[config.mk]
export PLATFORM = sky130hd
export DESIGN_NAME = fifo_read_stream_ctrl
export DESIGN_NICKNAME = d
export VERILOG_FILES = /design/src/rtl/fifo_cdc_pkg.sv /design/src/rtl/fifo_read_skid_buffer.sv /design/src/rtl/fifo_read_stream_ctrl.sv
export SDC_FILE = /design/constraint.sdc
export NUM_CORES = 1
export LEC_CHECK = 0
export ABC_CLOCK_PERIOD_IN_PS = 2000
export CELL_PAD_IN_SITES_DETAIL_PLACEMENT = 1
export CELL_PAD_IN_SITES_GLOBAL_PLACEMENT = 1
export CORE_ASPECT_RATIO = 0.8
export CORE_MARGIN = 4
export CORE_UTILIZATION = 35
export CTS_BUF_LIST = sky130_fd_sc_hd__clkbuf_8
export DETAILED_ROUTE_END_ITERATION = 16
export PLACE_DENSITY = 0.69
export SYNTH_ARGS = -nofsm -noshare
export SYNTH_HDL_FRONTEND = slang
export SYNTH_SLANG_ARGS = --single-unit
[constraint.sdc]
create_clock -name read_clk -period 2 [get_ports read_clk]
set_input_delay 0.4 -clock read_clk [delete_from_list [all_inputs] [get_ports read_clk]]
set_output_delay 0.4 -clock read_clk [all_outputs]
set_load 0.02 [all_outputs]
[src/rtl/fifo_cdc_pkg.sv]
`default_nettype none
// ============================================================================
//  Module      : fifo_cdc_pkg
//  Description : Shared types and constants for the async CDC FIFO read side.
//                Holds the read sequencer state type, the skid-buffer depth
//                and helpers deriving address/length widths from the depth.
//  Revision    : 1.0 - initial release
// ============================================================================
package fifo_cdc_pkg;

    // Entries in the read-side skid buffer. Two is the minimum that hides the
    // one-cycle RAM latency while still sustaining one word per cycle.
    localparam int SKID_DEPTH = 2;

    // Read sequencer states.
    typedef enum logic [1:0] {
        IDLE  = 2'd0,
        ISSUE = 2'd1,
        DRAIN = 2'd2
    } rd_state_t;

    // Address width of a FIFO with num_address entries (at least 1 bit).
    function automatic int addr_width(input int num_address);
        return (num_address > 1) ? $clog2(num_address) : 1;
    endfunction

    // Burst length width: one extra bit so a full-depth burst is encodable.
    function automatic int len_width(input int num_address);
        return addr_width(num_address) + 1;
    endfunction

endpackage : fifo_cdc_pkg
`default_nettype wire

[src/rtl/fifo_read_skid_buffer.sv]
`default_nettype none
// ============================================================================
//  Module      : fifo_read_skid_buffer
//  Description : Two-entry registered FIFO that absorbs the RAM read latency.
//                Each entry carries a data word plus its end-of-burst tag.
//                Head entry is presented directly (first-word fall-through).
//  Ports       : clk, rst        - clock, synchronous active-high reset
//                i_push          - write i_push_data this cycle
//                i_push_data     - entry to store ({last, data})
//                i_pop           - consume the head entry this cycle
//                o_valid         - head entry present
//                o_head_data     - head entry contents
//                o_occ           - number of stored entries (0..2)
//  Revision    : 1.0 - initial release
// ============================================================================
module fifo_read_skid_buffer
    import fifo_cdc_pkg::*;
#(
    parameter int WIDTH = 9
) (
    input  logic             clk,
    input  logic             rst,
    input  logic             i_push,
    input  logic [WIDTH-1:0] i_push_data,
    input  logic             i_pop,
    output logic             o_valid,
    output logic [WIDTH-1:0] o_head_data,
    output logic [1:0]       o_occ
);

    localparam logic [1:0] c_occ_zero = 2'd0;
    localparam logic [1:0] c_occ_one  = 2'd1;
    localparam logic [1:0] c_occ_full = 2'(SKID_DEPTH);

    logic [WIDTH-1:0] r_mem [SKID_DEPTH];
    logic [1:0]       r_occ;
    logic             w_pop;
    logic             w_push;

    // Popping an empty buffer is ignored; a push into a full buffer is only
    // taken when a pop frees a slot in the same cycle.
    assign w_pop  = i_pop & (r_occ != c_occ_zero);
    assign w_push = i_push & ((r_occ != c_occ_full) | w_pop);

    // Entry 0 is always the head; a pop shifts entry 1 down.
    always_ff @(posedge clk) begin
        if (rst) begin
            r_occ <= c_occ_zero;
        end else begin
            case ({w_push, w_pop})
                2'b10: begin
                    if (r_occ == c_occ_zero) begin
                        r_mem[0] <= i_push_data;
                    end else begin
                        r_mem[1] <= i_push_data;
                    end
                    r_occ <= r_occ + c_occ_one;
                end
                2'b01: begin
                    r_mem[0] <= r_mem[1];
                    r_occ    <= r_occ - c_occ_one;
                end
                2'b11: begin
                    // Occupancy unchanged; the new entry lands behind
                    // whatever remains after the pop.
                    if (r_occ == c_occ_one) begin
                        r_mem[0] <= i_push_data;
                    end else begin
                        r_mem[0] <= r_mem[1];
                        r_mem[1] <= i_push_data;
                    end
                end
                default: begin
                end
            endcase
        end
    end

    assign o_valid     = (r_occ != c_occ_zero);
    assign o_head_data = r_mem[0];
    assign o_occ       = r_occ;

endmodule : fifo_read_skid_buffer
`default_nettype wire

[src/rtl/fifo_read_stream_ctrl.sv]
`default_nettype none
// ============================================================================
//  Module      : fifo_read_stream_ctrl
//  Description : Read-side sequencer for the async CDC FIFO (read_clk domain).
//                Accepts a burst command of cmd_len words, pops the FIFO when
//                it is non-empty and the skid buffer has credit, absorbs the
//                one-cycle RAM latency and streams the words out on a
//                valid/ready interface with out_last and a cmd_done pulse.
//  Ports       : read_clk, read_reset       - clock, sync active-high reset
//                cmd_valid/cmd_ready/cmd_len - burst command handshake
//                fifo_empty                  - FIFO empty flag (read domain)
//                read_enable                 - pop strobe to pointer + RAM
//                read_data                   - RAM data, valid 1 cycle later
//                out_data/out_valid/out_ready/out_last - output stream
//                cmd_done                    - one-cycle burst-complete pulse
//                busy                        - controller not IDLE
//  Revision    : 1.0 - initial release
// ============================================================================
module fifo_read_stream_ctrl
    import fifo_cdc_pkg::*;
#(
    parameter  int DATA_WIDTH  = 8,
    parameter  int NUM_ADDRESS = 8,
    localparam int LEN_WIDTH   = len_width(NUM_ADDRESS)
) (
    input  logic                  read_clk,
    input  logic                  read_reset,
    input  logic                  cmd_valid,
    output logic                  cmd_ready,
    input  logic [LEN_WIDTH-1:0]  cmd_len,
    input  logic                  fifo_empty,
    output logic                  read_enable,
    input  logic [DATA_WIDTH-1:0] read_data,
    output logic [DATA_WIDTH-1:0] out_data,
    output logic                  out_valid,
    input  logic                  out_ready,
    output logic                  out_last,
    output logic                  cmd_done,
    output logic                  busy
);

    localparam logic [LEN_WIDTH-1:0] c_len_zero = '0;
    localparam logic [LEN_WIDTH-1:0] c_len_one  = {{(LEN_WIDTH-1){1'b0}}, 1'b1};
    localparam logic [2:0]           c_credit   = 3'(SKID_DEPTH);

    rd_state_t            r_state;
    logic [LEN_WIDTH-1:0] r_issue_left;   // reads still to issue
    logic [LEN_WIDTH-1:0] r_out_left;     // words still to hand off
    logic                 r_rd_pending;   // read issued last cycle, data on read_data now
    logic                 r_rd_last;      // that read was the final one of the burst
    logic                 r_cmd_done;

    logic                  w_run;
    logic                  w_cmd_accept;
    logic                  w_pop;
    logic                  w_credit_ok;
    logic                  w_read_enable;
    logic                  w_buf_valid;
    logic [DATA_WIDTH:0]   w_buf_head;
    logic [1:0]            w_buf_occ;

    // Every externally visible strobe is forced low while reset is held.
    assign w_run = ~read_reset;

    assign cmd_ready    = w_run & (r_state == IDLE);
    assign busy         = w_run & (r_state != IDLE);
    assign w_cmd_accept = cmd_valid & cmd_ready;

    assign out_valid = w_run & w_buf_valid;
    assign out_data  = w_buf_head[DATA_WIDTH-1:0];
    assign out_last  = out_valid & w_buf_head[DATA_WIDTH];
    assign w_pop     = out_valid & out_ready;
    assign cmd_done  = w_run & r_cmd_done;

    // Credit: entries that will be in the buffer next cycle, counting the
    // in-flight read, must stay below the depth for a new read to be safe.
    // Written as occ + rd_pending < depth + pop to avoid an unsigned borrow.
    assign w_credit_ok = ({1'b0, w_buf_occ} + {2'b00, r_rd_pending})
                         < (c_credit + {2'b00, w_pop});

    assign w_read_enable = w_run
                         & (r_state == ISSUE)
                         & ~fifo_empty
                         & (r_issue_left != c_len_zero)
                         & w_credit_ok;

    assign read_enable = w_read_enable;

    // Sequencer. Counters only move while non-zero so they can never wrap.
    always_ff @(posedge read_clk) begin
        if (read_reset) begin
            r_state      <= IDLE;
            r_issue_left <= c_len_zero;
            r_out_left   <= c_len_zero;
            r_rd_pending <= 1'b0;
            r_rd_last    <= 1'b0;
            r_cmd_done   <= 1'b0;
        end else begin
            r_rd_pending <= w_read_enable;
            r_rd_last    <= w_read_enable & (r_issue_left == c_len_one);
            r_cmd_done   <= 1'b0;

            if (w_read_enable && (r_issue_left != c_len_zero)) begin
                r_issue_left <= r_issue_left - c_len_one;
            end
            if (w_pop && (r_out_left != c_len_zero)) begin
                r_out_left <= r_out_left - c_len_one;
            end

            case (r_state)
                IDLE: begin
                    if (w_cmd_accept) begin
                        if (cmd_len != c_len_zero) begin
                            r_issue_left <= cmd_len;
                            r_out_left   <= cmd_len;
                            r_state      <= ISSUE;
                        end else begin
                            // Empty burst completes immediately.
                            r_cmd_done <= 1'b1;
                        end
                    end
                end
                ISSUE: begin
                    if (w_read_enable && (r_issue_left == c_len_one)) begin
                        r_state <= DRAIN;
                    end
                end
                DRAIN: begin
                    if (w_pop && (r_out_left == c_len_one)) begin
                        r_state    <= IDLE;
                        r_cmd_done <= 1'b1;
                    end
                end
                default: begin
                    r_state <= IDLE;
                end
            endcase
        end
    end

    // The RAM word appears one cycle after read_enable; capture it together
    // with the end-of-burst tag of the read that produced it.
    fifo_read_skid_buffer #(
        .WIDTH (DATA_WIDTH + 1)
    ) u_skid (
        .clk         (read_clk),
        .rst         (read_reset),
        .i_push      (r_rd_pending),
        .i_push_data ({r_rd_last, read_data}),
        .i_pop       (w_pop),
        .o_valid     (w_buf_valid),
        .o_head_data (w_buf_head),
        .o_occ       (w_buf_occ)
    );

endmodule : fifo_read_stream_ctrl
`default_nettype wire

; Word-level counts from Yosys, hierarchy flattened
; Memories as Yosys holds them, arrays and structs flattened.
; Cells that the tools add are included.
[word_totals]
ram_bits = 18
word_cells = 103
inputBits = 17
register_bits = 15
latchBits = 0
n_memories = 1
mem_bits_ro = 0
out_inout_bits = 14
[classes]
reduce_logical = 13
shifts = 0
order_cmp = 1
addsub = 6
mux = 41
div_mod_pow = 0
n_eq_ne = 13
multipliers = 0
bitwise_logic = 21
[mem_list]
columns = memory, depth, word_bits, rd, rd_ports_with_merged_regs, write_ports, line_no
row1 = u_skid.r_mem, 2, 9, 2, 0, 2, fifo_read_skid_buffer.sv:35  ; logic [WIDTH-1:0] r_mem [SKID_DEPTH];
[ops]
columns = op, count
row1 = 9-bit two-way mux, 4
row2 = 4-bit two-way mux, 8
row3 = 1-bit two-way mux, 22
row4 = 1-bit AND, 14
row5 = 4-bit nonzero test, 3
row6 = "4-bit by 1-bit == test with 1-bit output, second input constant", 2
row7 = 2-bit two-way mux, 4
row8 = "4-bit by 1-bit subtractor with 4-bit output, second input constant", 2
row9 = "2-bit by 1-bit == test with 1-bit output, second input constant", 3
row10 = "2-bit == test, second input constant", 3
row11 = "2-bit inequality test, second input constant", 3
row12 = 2-bit one-hot mux with 3 select lines, 1
row13 = 2-bit nonzero test, 3
row14 = 1-bit OR, 5
row15 = 1-bit logical AND, 4
row16 = 2-bit logical NOT, 2
row17 = "2-bit by 1-bit inequality test with 1-bit output, second input constant", 2
row18 = 2-bit one-hot mux with 2 select lines, 1
row19 = 4-bit AND reduction, 1
row20 = 2-bit by 1-bit adder with 3-bit output, 1
row21 = "2-bit by 1-bit adder with 3-bit output, first input constant", 1
row22 = 3-bit less-than comparator, 1
row23 = "2-bit by 1-bit adder with 2-bit output, second input constant", 1
row24 = 1-bit inverter, 2
row25 = other kinds (2), 2

; Logic depth before layout (Yosys ltp)
[logic_depth]
word_depth = 13
ltp_mapped = 7
mapped_depth_nobuf = 6

; Modules after synthesis
; A second synthesis with hierarchy kept.
[hier_totals]
cells_unflattened = 167
area_unflattened_um2 = 1828.0
[modules_own_cells]
columns = module, seq_area_each_um2, n_inst, area_per_inst_um2, cells_per_inst
row1 = fifo_read_skid_buffer, 580.6, 1, 937.1, 64
row2 = fifo_read_stream_ctrl, 260.2, 1, 890.9, 103

; Worst setup path before layout
; No wires, ideal clock.
[synth_path]
kind = reg-to-output
start = reg u_skid.r_occ[0], in the netlist u_skid.o_occ[0]
end = out read_enable
path_buffers = 0
arrival_time_ns = 1.780
required_time_ns = 1.600
slack_ns = -0.180
stages_incl_launch_ff = 5
path_cell_list = dfxtp_1 > inv_1 > ha_1 > or4b_4 > a2111oi_4
[synth_between]
elab_chain_len = 6
elab_cells_between_ends = 7
classes_between = add/sub (2) / order compare (1) / bitwise (3) / reduce/logical (1)
[synth_rtl]
columns = element, line_no
row1 = start: declaration, fifo_read_skid_buffer.sv:36  ; logic [1:0] r_occ;
row2 = start signal: assignment, fifo_read_skid_buffer.sv:48  ; r_occ <= c_occ_zero;
row3 = start signal: assignment, fifo_read_skid_buffer.sv:57  ; r_occ <= r_occ + c_occ_one;
row4 = start signal: assignment, fifo_read_skid_buffer.sv:61  ; r_occ <= r_occ - c_occ_one;
row5 = 2-bit nonzero test, fifo_read_skid_buffer.sv:79  ; assign o_valid = (r_occ != c_occ_zero);
row6 = 1-bit AND, fifo_read_stream_ctrl.sv:69  ; assign out_valid = w_run & w_buf_valid;
row7 = 1-bit AND, fifo_read_stream_ctrl.sv:72  ; assign w_pop = out_valid & out_ready;
row8 = 2-bit by 1-bit adder with 3-bit output, fifo_read_stream_ctrl.sv:79  ; < (c_credit + {2'b00, w_pop});
row9 = 3-bit less-than comparator *, fifo_read_stream_ctrl.sv:79
row10 = 1-bit AND *, fifo_read_stream_ctrl.sv:85  ; & w_credit_ok;
row11 = end: declaration, fifo_read_stream_ctrl.sv:32  ; output logic read_enable,
; Every way passes the cells marked *; elsewhere a longest branch is shown, timed or not.

; Worst setup path in the final report
; Ends and elaborated chain as after synthesis.

==> impl_metrics.yaml <==
run_status:
  outcome: "finished with violations"
  violations: "negative setup slack"
setup_path:
  crit_start: "u_skid.o_occ[0]"
  cp-start-kind: "flop"
  crit_fanout: 3
  r2r-start: "u_skid.o_occ[0]"
  cp.required_ps: 1600
  cp-end-kind: "output port"
  crit_arrival_ps: 2020
  path_class: "flop to output port"
cells_and_area:
  drive_gt1_frac: 0.377
  antenna_cells: 0
  nFillCells: 510
  nNetsFinal: 245
  syn_to_final_growth_pct: 46.8
  stdcell_area_sq_um: 2550
power_and_ir_drop:
  p_leak_uw: 0.00101
  power_per_cell_area_nw_per_um2: 616
  vdd_drop_max_mv: 0.369
logic_synthesis:
  yosysUniqueCellTypes: 41
  synth.most_common_cell: "edfxtp_1"
  synth_edf_count: 18
  synthFlopType: "edfxtp_1"
  synth_top_family_by_area: "simple AND/OR/NAND/NOR gates"
  synth_top_area_cell: "edfxtp_1"
  synthTopCellsByArea: "edfxtp_1, dfxtp_1, mux2_2"
  synthMuxAreaShare: 0.100
  synth_area_sq_um: 1740
  yosysSeqAreaShare: 0.484
  yosys.area_share.adder: 0.0648
  syn_area_per_cell_sq_um: 11.3
  async_flop_share: 0
  netlist_instances: 154
  synth_common_cells: "edfxtp_1, dfxtp_1, mux2_2"
  ys_ff_latch: 33
  netlist.area_leader.share: 0.311
  syn_nets: 180
  synth_xor_area_frac: 0.0151
  yosysWarningCount: 0
  yosys.area_share.simple: 0.152
  synth_compound_area_frac: 0.115
timing:
  setup_slack_ps: -417
  fin_tns_setup_ps: -1040
  tightest_slew_ps: 750
  min_period_ps: 2420
  post-route-period-util: 1.21
  rsz0062_at_grt: "true"
  slew_headroom: 0.499
  max_freq_ghz: 0.414
  whs_ps: 434
  hold_viol: 0
  setup_viol: 4
  clock_skew_ps: 9.63
  slew_viol_final: 0
placed_design:
  gp_congestion: 0.779
  placement.io_buffers: 30
  dpl_cell_area_sq_um: 2330
  dp_hpwl_um: 3350
  detailedPlace.worstSlack_ps: -994
floorplanning:
  die-area_sq_um: 6160
  rows: 22
  ios: 31
  die_w_um: 86.8
  coreArea_sq_um: 4680
  die_h_um: 71.0
  initial_core_util: 0.371
routing:
  wl_per_cell_um: 15.5
  ant_nets: 0
  first_pass_iters: 4
  drt-total-wl_um: 4340
  drtIter0Drc: 53
  viasPerCell: 4.87
  num_vias: 1363
  drc: 0
min_path:
  hold_start: "r_rd_last"
  min_path_type: "flop to flop"
cts:
  cts_buffer_depth: 2
  cts-htree-levels: 2
  cts_buffers: 5
  cts.sinks: 33
  cts_tree: "yes"
  clk_pin_slew_ps: 80
  cts-root-buf: "clkbuf_8"
  clk_latency_ps: 290
grt:
  grt_pass1_vias: 1478
  grt_usage: 0.146
  grt_max_degree: 12
  antenna_found_initial: 0
  grt_first_pass_wirelength_um: 7050
  gr-total-overflow: 0
flow_run:
  maxCapViolations: 0
worst paths after layout:
kind | endpoint | slack (ps) | cells past startpoint
max | read_enable | -420 | 5
min | u_skid.r_mem[0][17] | 430 | 0
max reg2reg | r_issue_left[3] | -360 | 10
min reg2reg | u_skid.r_mem[0][17] | 430 | 0
sequential cells by signal, summed over array words and instances (netlist names):
name,cells
r_cmd_done,1
r_rd_last,1
r_issue_left,4
u_skid.o_occ,2
u_skid.r_mem,18
r_rd_pending,1
r_out_left,4
r_state,2
worst max-delay path: stages (launching register included):
cell and delay (ps):
dfxtp_4 390, inv_4 40, ha_4 150, or4b_4 550
a2111oi_4 380, buf_4 210
cells by family (layout without fill, tap and decap cells):
logic type | count (synthesis) | in the layout
buffers and inverters | 22 | 87
DFF | 33 | 33
and+or+nand+nor | 45 | 45
adders and majority gates | 9 | 9
AOI/OAI and AO/OA | 26 | 27
muxes | 16 | 16
xor gates and xnor gates | 3 | 3
stage by stage:
step | utilization | std cells | power, uW
2_1_floorplan | - | 154 | 912
3_3_place_gp | 0.498 | 267 | 1030
3_5_place_dp | 0.498 | 267 | 1050
4_1_cts | 0.535 | 279 | 1580
5_1_grt | 0.545 | 280 | 1650
6_report | 0.545 | 280 | 1570
timing repair:
action                     CTS  global route
pin swaps                    6             7
hold endpoints to repair     0             0
resized for setup           34             8
gates cloned                 1             0
buffers inserted             5             2
hold buffers                 0             0
setup endpoints to repair   19             7
cell type report:
class	instances	area, sq um	share of cell area
multi-input combinational	100	897	0.352
sequential	33	850	0.333
timing repair buffer	69	603	0.236
tap	60	75.1	0.0294
clock buffer	5	68.8	0.0270
inverter	10	40.0	0.0157
clock inverter	3	17.5	0.00687
where the power goes:
| part | total, uW | internal [uW] | switching [uW] |
|---|---|---|---|
| logic | 306 | 162 | 144 |
| registers | 757 | 737 | 19.7 |
| clock network | 508 | 240 | 267 |
| total | 1570 | 1140 | 431 |
cell usage in the layout (no fill, tap or decap), types with 7 or more instances in the layout:
| master | Yosys | routed |
|---|---|---|
| ha_1 | 9 | 7 |
| mux2_2 | 11 | 9 |
| nor2_1 | 10 | 10 |
| inv_1 | 10 | 8 |
| dfxtp_1 | 15 | 12 |
| nand2_1 | 7 | 7 |
| buf_4 | 8 | 36 |
| edfxtp_1 | 18 | 18 |
| clkdlybuf4s50_1 | 0 | 23 |
layer usage:
metal	wire length, um	track usage
met5	0	0
met4	69	0.0519
met3	124	0.0373
met2	2090	0.242
met1	2050	0.184
Power figures use the tool's default switching activity.
==> variant 1, RTL diff (same settings) <==
Encoding of `rd_state_t`: now one-hot (3 bits for 3 states).
--- a/src/rtl/fifo_cdc_pkg.sv
+++ b/src/rtl/fifo_cdc_pkg.sv
@@ -15,6 +15,6 @@
     // Read sequencer states.
-    typedef enum logic [1:0] {
-        IDLE  = 2'd0,
-        ISSUE = 2'd1,
-        DRAIN = 2'd2
+    typedef enum logic [2:0] {
+        IDLE  = 3'b001,
+        ISSUE = 3'b010,
+        DRAIN = 3'b100
     } rd_state_t;
Formal check against the unedited RTL: same outputs for any inputs over 10 cycles, from zero or initial values and one cycle with read_reset high; not proved beyond that.
==> variant 1 against the unedited design <==
  * Critical endpoint unchanged
  * Total power rose by 37%
  * Via count rose by 6.4%
  * Sequential cell count rose by 1
  * Synthesized area rose by 0.22%
  * Final area rose by 2.0%
  * Worst setup slack improved by 67 ps
  * The run still ends with negative setup slack left
  * Wire length rose by 16%
  * Count of clock-buffer cells in the layout did not move
==> variant 1: results (changes against the unedited design) <==
{| class="wikitable"
! Metric !! Value
|-
| Run status || finished, violations left
|-
| Violations in the final reports || negative setup slack
|-
| Maximum clock insertion buffer count || 2 (unchanged)
|-
| First-pass GRT wire length || 8.00 mm (+13%)
|-
| Die width || 86.9 um (about the same)
|-
| Worst setup slack before clock tree synthesis || -890 ps (+104 ps)
|-
| Cell leakage power || 1.02 nW (+1.4%)
|-
| Via count of the first global-routing pass || 1603 (+8.5%)
|-
| Final number of setup-violating endpoints || 6 (+2)
|-
| Flop2flop setup slack || -280 ps (+80 ps)
|-
| Maximum fanout count along the critical path || 2 (-1)
|-
| Seq/Total Area, Yosys || 0.494 (+0.0105)
|-
| Worst-case vdd ir drop || 0.000317 V (-14%)
|-
| Cells on worst reg2reg path || 8 (-2)
|-
| Final weighted congestion of routability-driven global placement || 0.850 (+9.1%)
|-
| Measured slew at the worst slew-check pin || 575 ps (-175 ps)
|-
| Detailed-route vias per instance || 5.12 (+5.3%)
|-
| Number of different library cells in the post-synthesis netlist || 46 (+12%)
|-
| Startpoint of the worst-slack reg-to-reg timing path || r_rd_pending
|-
| Setup slack after layout || -350 ps (+67.2 ps)
|-
| Post-Route WL || 5.01 mm (+16%)
|-
| Share of layout cells above drive strength 1 || 0.399 (+0.0218)
|-
| Arrival time worst endpoint || 1950 ps (-70 ps)
|-
| Initial detailed-routing violation count || 42 (-21%)
|-
| Layout Nets || 248 (+1.2%)
|-
| GRT Total Usage || 0.171 (+0.0249)
|-
| Final Skew || 4.89 ps (-4.74 ps)
|-
| Number of warnings printed during yosys synthesis || 0 (unchanged)
|-
| Cell types with the largest area share after synthesis || sky130_fd_sc_hd__edfxtp_1 (31%), sky130_fd_sc_hd__dfxtp_1 (18%), sky130_fd_sc_hd__ha_1 (6.5%)
|-
| Largest net degree at the start of global routing || 13 (+1)
|-
| Switching part of the total power || 0.269 (-0.00528)
|-
| Most used standard cells in the synthesized netlist || sky130_fd_sc_hd__edfxtp_1 (18), sky130_fd_sc_hd__dfxtp_1 (16), sky130_fd_sc_hd__nand2_1 (11), sky130_fd_sc_hd__nor2_1 (11)
|}
-- variant 1: stage by stage --
stage	hold WS [ps]	power (mW)	util	cell area, um2	cells
2_1_floorplan	403	1.09	-	1780	158
3_3_place_gp	418	1.31	0.501	2360	272
3_5_place_dp	430	1.34	0.501	2360	272
4_1_cts	448	2.15	0.543	2560	284
5_1_grt	466	2.25	0.553	2600	283
6_report	457	2.15	0.553	2600	283
-- variant 1: worst max-delay path, stage by stage, from the launching register on --
cell	delay, ps
sky130_fd_sc_hd__dfxtp_4	360
sky130_fd_sc_hd__ha_4	230
sky130_fd_sc_hd__or4b_4	540
sky130_fd_sc_hd__a2111oi_4	330
sky130_fd_sc_hd__buf_4	200
-- variant 1: cell families (layout without fill, tap and decap cells) --
family	count (synthesis)	count (layout)	share of synthesized area
and+or+nand+nor	55	55	0.177
DFF	34	34	0.494
AOI/OAI and AO/OA	25	25	0.113
buffers and inverters	21	86	0.0668
muxes	11	11	0.0697
adders and majority gates	9	9	0.0647
xor gates and xnor gates	3	3	0.0151
-- variant 1: power by group through the flow --
stage	combinational (mW)	clock, mW	sequential (mW)
finish	0.580	0.765	0.806
global route	0.632	0.810	0.810
CTS	0.560	0.780	0.806
detailed placement	0.524	0	0.820
global placement	0.497	0	0.815
floorplan	0.275	0	0.818
-- variant 1: worst max path at each step --
stage,to,depth (start not counted),slack (ps)
global placement,read_enable,4,-870
CTS,read_enable,4,-360
detailed placement,read_enable,4,-890
global route,read_enable,4,-400
finish,read_enable,4,-350
floorplan,r_issue_left[2],5,-110
-- variant 1: layout make-up --
| cell class | instances | area [um2] |
|---|---|---|
| Sequential cell | 34 | 870 |
| Tap cell | 60 | 75.1 |
| Multi-Input combinational cell | 103 | 892 |
| Timing Repair Buffer | 69 | 594 |
| Inverter | 9 | 33.8 |
| Clock buffer | 5 | 68.8 |
| Clock inverter | 3 | 68.8 |
| Fill cell | 512 | 2100 |
-- variant 1: layer usage --
metal / GRT usage / up-vias / routed length [um]
li1: - / 699 / -
met1: 0.203 / 720 / 2150
met2: 0.300 / 23 / 2620
met3: 0.0396 / 8 / 158
met4: 0.0623 / 0 / 89
met5: 0 / - / 0
-- variant 1: timing repair --
| item | CTS | global route |
|---|---|---|
| hold buffers | 0 | 0 |
| pin swaps | 10 | 6 |
| gates resized for setup | 25 | 20 |
| setup endpoints to repair | 17 | 15 |
| buffers inserted | 4 | 2 |
==> variant 2, RTL diff (same settings) <==
Made on the original files. `SKID_DEPTH`: 2 -> 4.
--- a/src/rtl/fifo_cdc_pkg.sv
+++ b/src/rtl/fifo_cdc_pkg.sv
@@ -12,3 +12,3 @@
     // one-cycle RAM latency while still sustaining one word per cycle.
-    localparam int SKID_DEPTH = 2;
+    localparam int SKID_DEPTH = 4;
 
Check against the original RTL: not equivalent (a bounded check fails within 4 cycles, from zero or initial values and one cycle with read_reset high).
==> variant 2 against the unedited design <==
  * The flow still finishes with violations (negative setup slack)
  * Clock skew down 3.6 ps
  * Final cell count shrank 4.3%
  * Total power decreased by 0.37%
  * Final area rose by 3.0%
  * Largest cell class unchanged
  * Wire length increased by 14%
  * Largest power group unchanged
  * Sequential cell count unchanged
  * Critical path type is now register to register
  * First-iteration DRC count is 23% lower
  * Synthesized area decreased by 7.1%
  * Worst setup slack improved by 250 ps
==> variant 2: results (changes against the unedited design) <==
{| class="wikitable"
! Metric !! Value
|-
| Run status || finished, violations left
|-
| Violations in the final reports || negative setup slack
|-
| Arrival time worst endpoint || 2200 ps (+180 ps)
|-
| Switching part of the total power || 0.232 (-0.0428)
|-
| Synth Area in XOR/XNOR || 0.0434 (+0.0283)
|-
| Worst-case vdd ir drop || 0.000436 V (+18%)
|-
| Initial detailed-routing violation count || 41 (-23%)
|-
| Critical-path cell with the highest stage delay || sky130_fd_sc_hd__or3b_4
|-
| Number of different library cells in the post-synthesis netlist || 32 (-22%)
|-
| Layout Nets || 238 (-2.9%)
|-
| Placement-stage cell area || 2240 um2 (-3.9%)
|-
| Share of cell area taken by muxes after synthesis || 0.0628 (-0.0373)
|-
| Largest net degree at the start of global routing || 13 (+1)
|-
| Number of standard cells in the layout, taps in and fillers out || 268 (-4.3%)
|-
| Clock power frac || 0.408 (+0.085)
|-
| Number of resized instances in the post-cts repair step || 29 (-15%)
|-
| Tightest hold margin || 459 ps (+24.5 ps)
|-
| Number of synthesized flops with an enable pin || 18 (unchanged)
|-
| Adder-cell share of the synthesized area || 0.0853 (+0.0205)
|-
| CP peak stage delay || 380 ps (-170 ps)
|-
| Placed cell count || 246 (-7.9%)
|-
| Relative max-transition margin || 0.706 (+0.207)
|-
| Share of the synthesized area in compound gates (AO/OA/AOI/OAI) || 0.0837 (-0.0315)
|-
| First-pass GRT wire length || 7.54 mm (+6.9%)
|-
| Setup slack after layout || -163 ps (+255 ps)
|-
| Total Power || 1.56 mW (-0.37%)
|-
| Hold path start || r_rd_last
|-
| Final number of setup-violating endpoints || 29 (+25)
|-
| Timing endpoint of the critical path || u_skid.r_mem[0][4]
|-
| Maximum clock insertion buffer count || 2 (unchanged)
|-
| Share of layout cells above drive strength 1 || 0.412 (+0.0350)
|-
| Cells on worst reg2reg path || 9 (-1)
|-
| Most used standard cells in the synthesized netlist || sky130_fd_sc_hd__edfxtp_1 (18), sky130_fd_sc_hd__dfxtp_1 (15), sky130_fd_sc_hd__ha_1 (11)
|-
| GRT Total Usage || 0.178 (+0.0317)
|-
| Number of buffers inserted to repair setup after CTS || 9 (+4)
|-
| HPWL after detailed placement || 3.05 mm (-8.8%)
|-
| Post-DR wirelength/cell || 18.5 um (+20%)
|-
| Nets in the synthesized netlist || 169 (-6.1%)
|-
| Maximum fanout count along the critical path || 5 (+2)
|-
| Via count of the first global-routing pass || 1417 (-4.1%)
|-
| Final weighted congestion of routability-driven global placement || 0.783 (+0.57%)
|-
| Iteration count of the initial detailed-routing pass || 4 (unchanged)
|-
| Average size of a mapped cell || 11.4 um2 (+1.4%)
|-
| Fin Setup TNS || -3850 ps (-2810 ps)
|-
| Detailed-route vias per instance || 4.82 (-0.89%)
|-
| Cell leakage power || 1.02 nW (+1.6%)
|-
| Seq/Total Area, Yosys || 0.521 (+0.0371)
|}
## variant 2: cell types whose count changed in the layout (fill, tap and decap cells not counted), moves of 3 or more
cell                        change
sky130_fd_sc_hd__buf_4          -7
sky130_fd_sc_hd__buf_12         +4
sky130_fd_sc_hd__mux2i_1        -5
sky130_fd_sc_hd__mux2_2         -9
sky130_fd_sc_hd__mux2_4         +7
sky130_fd_sc_hd__inv_1          -3
sky130_fd_sc_hd__a2111oi_4      -3
sky130_fd_sc_hd__buf_6          +3
## variant 2: area by class of cell
cell class / instances / area (um2) / area share
multi-input combinational: 92 / 866 / 0.330
clock buffer: 5 / 68.8 / 0.0262
clock inverter: 3 / 46.3 / 0.0176
inverter: 8 / 35.0 / 0.0133
sequential: 33 / 846 / 0.322
tap: 57 / 71.3 / 0.0271
timing repair buffer: 70 / 694 / 0.264
## variant 2: routing by layer
layer	track usage	part of all wire	up-vias
met5	0	0	-
met4	0.0703	0.015	0
met3	0.0380	0.024	10
met2	0.337	0.52	19
met1	0.201	0.44	642
li1	-	-	622
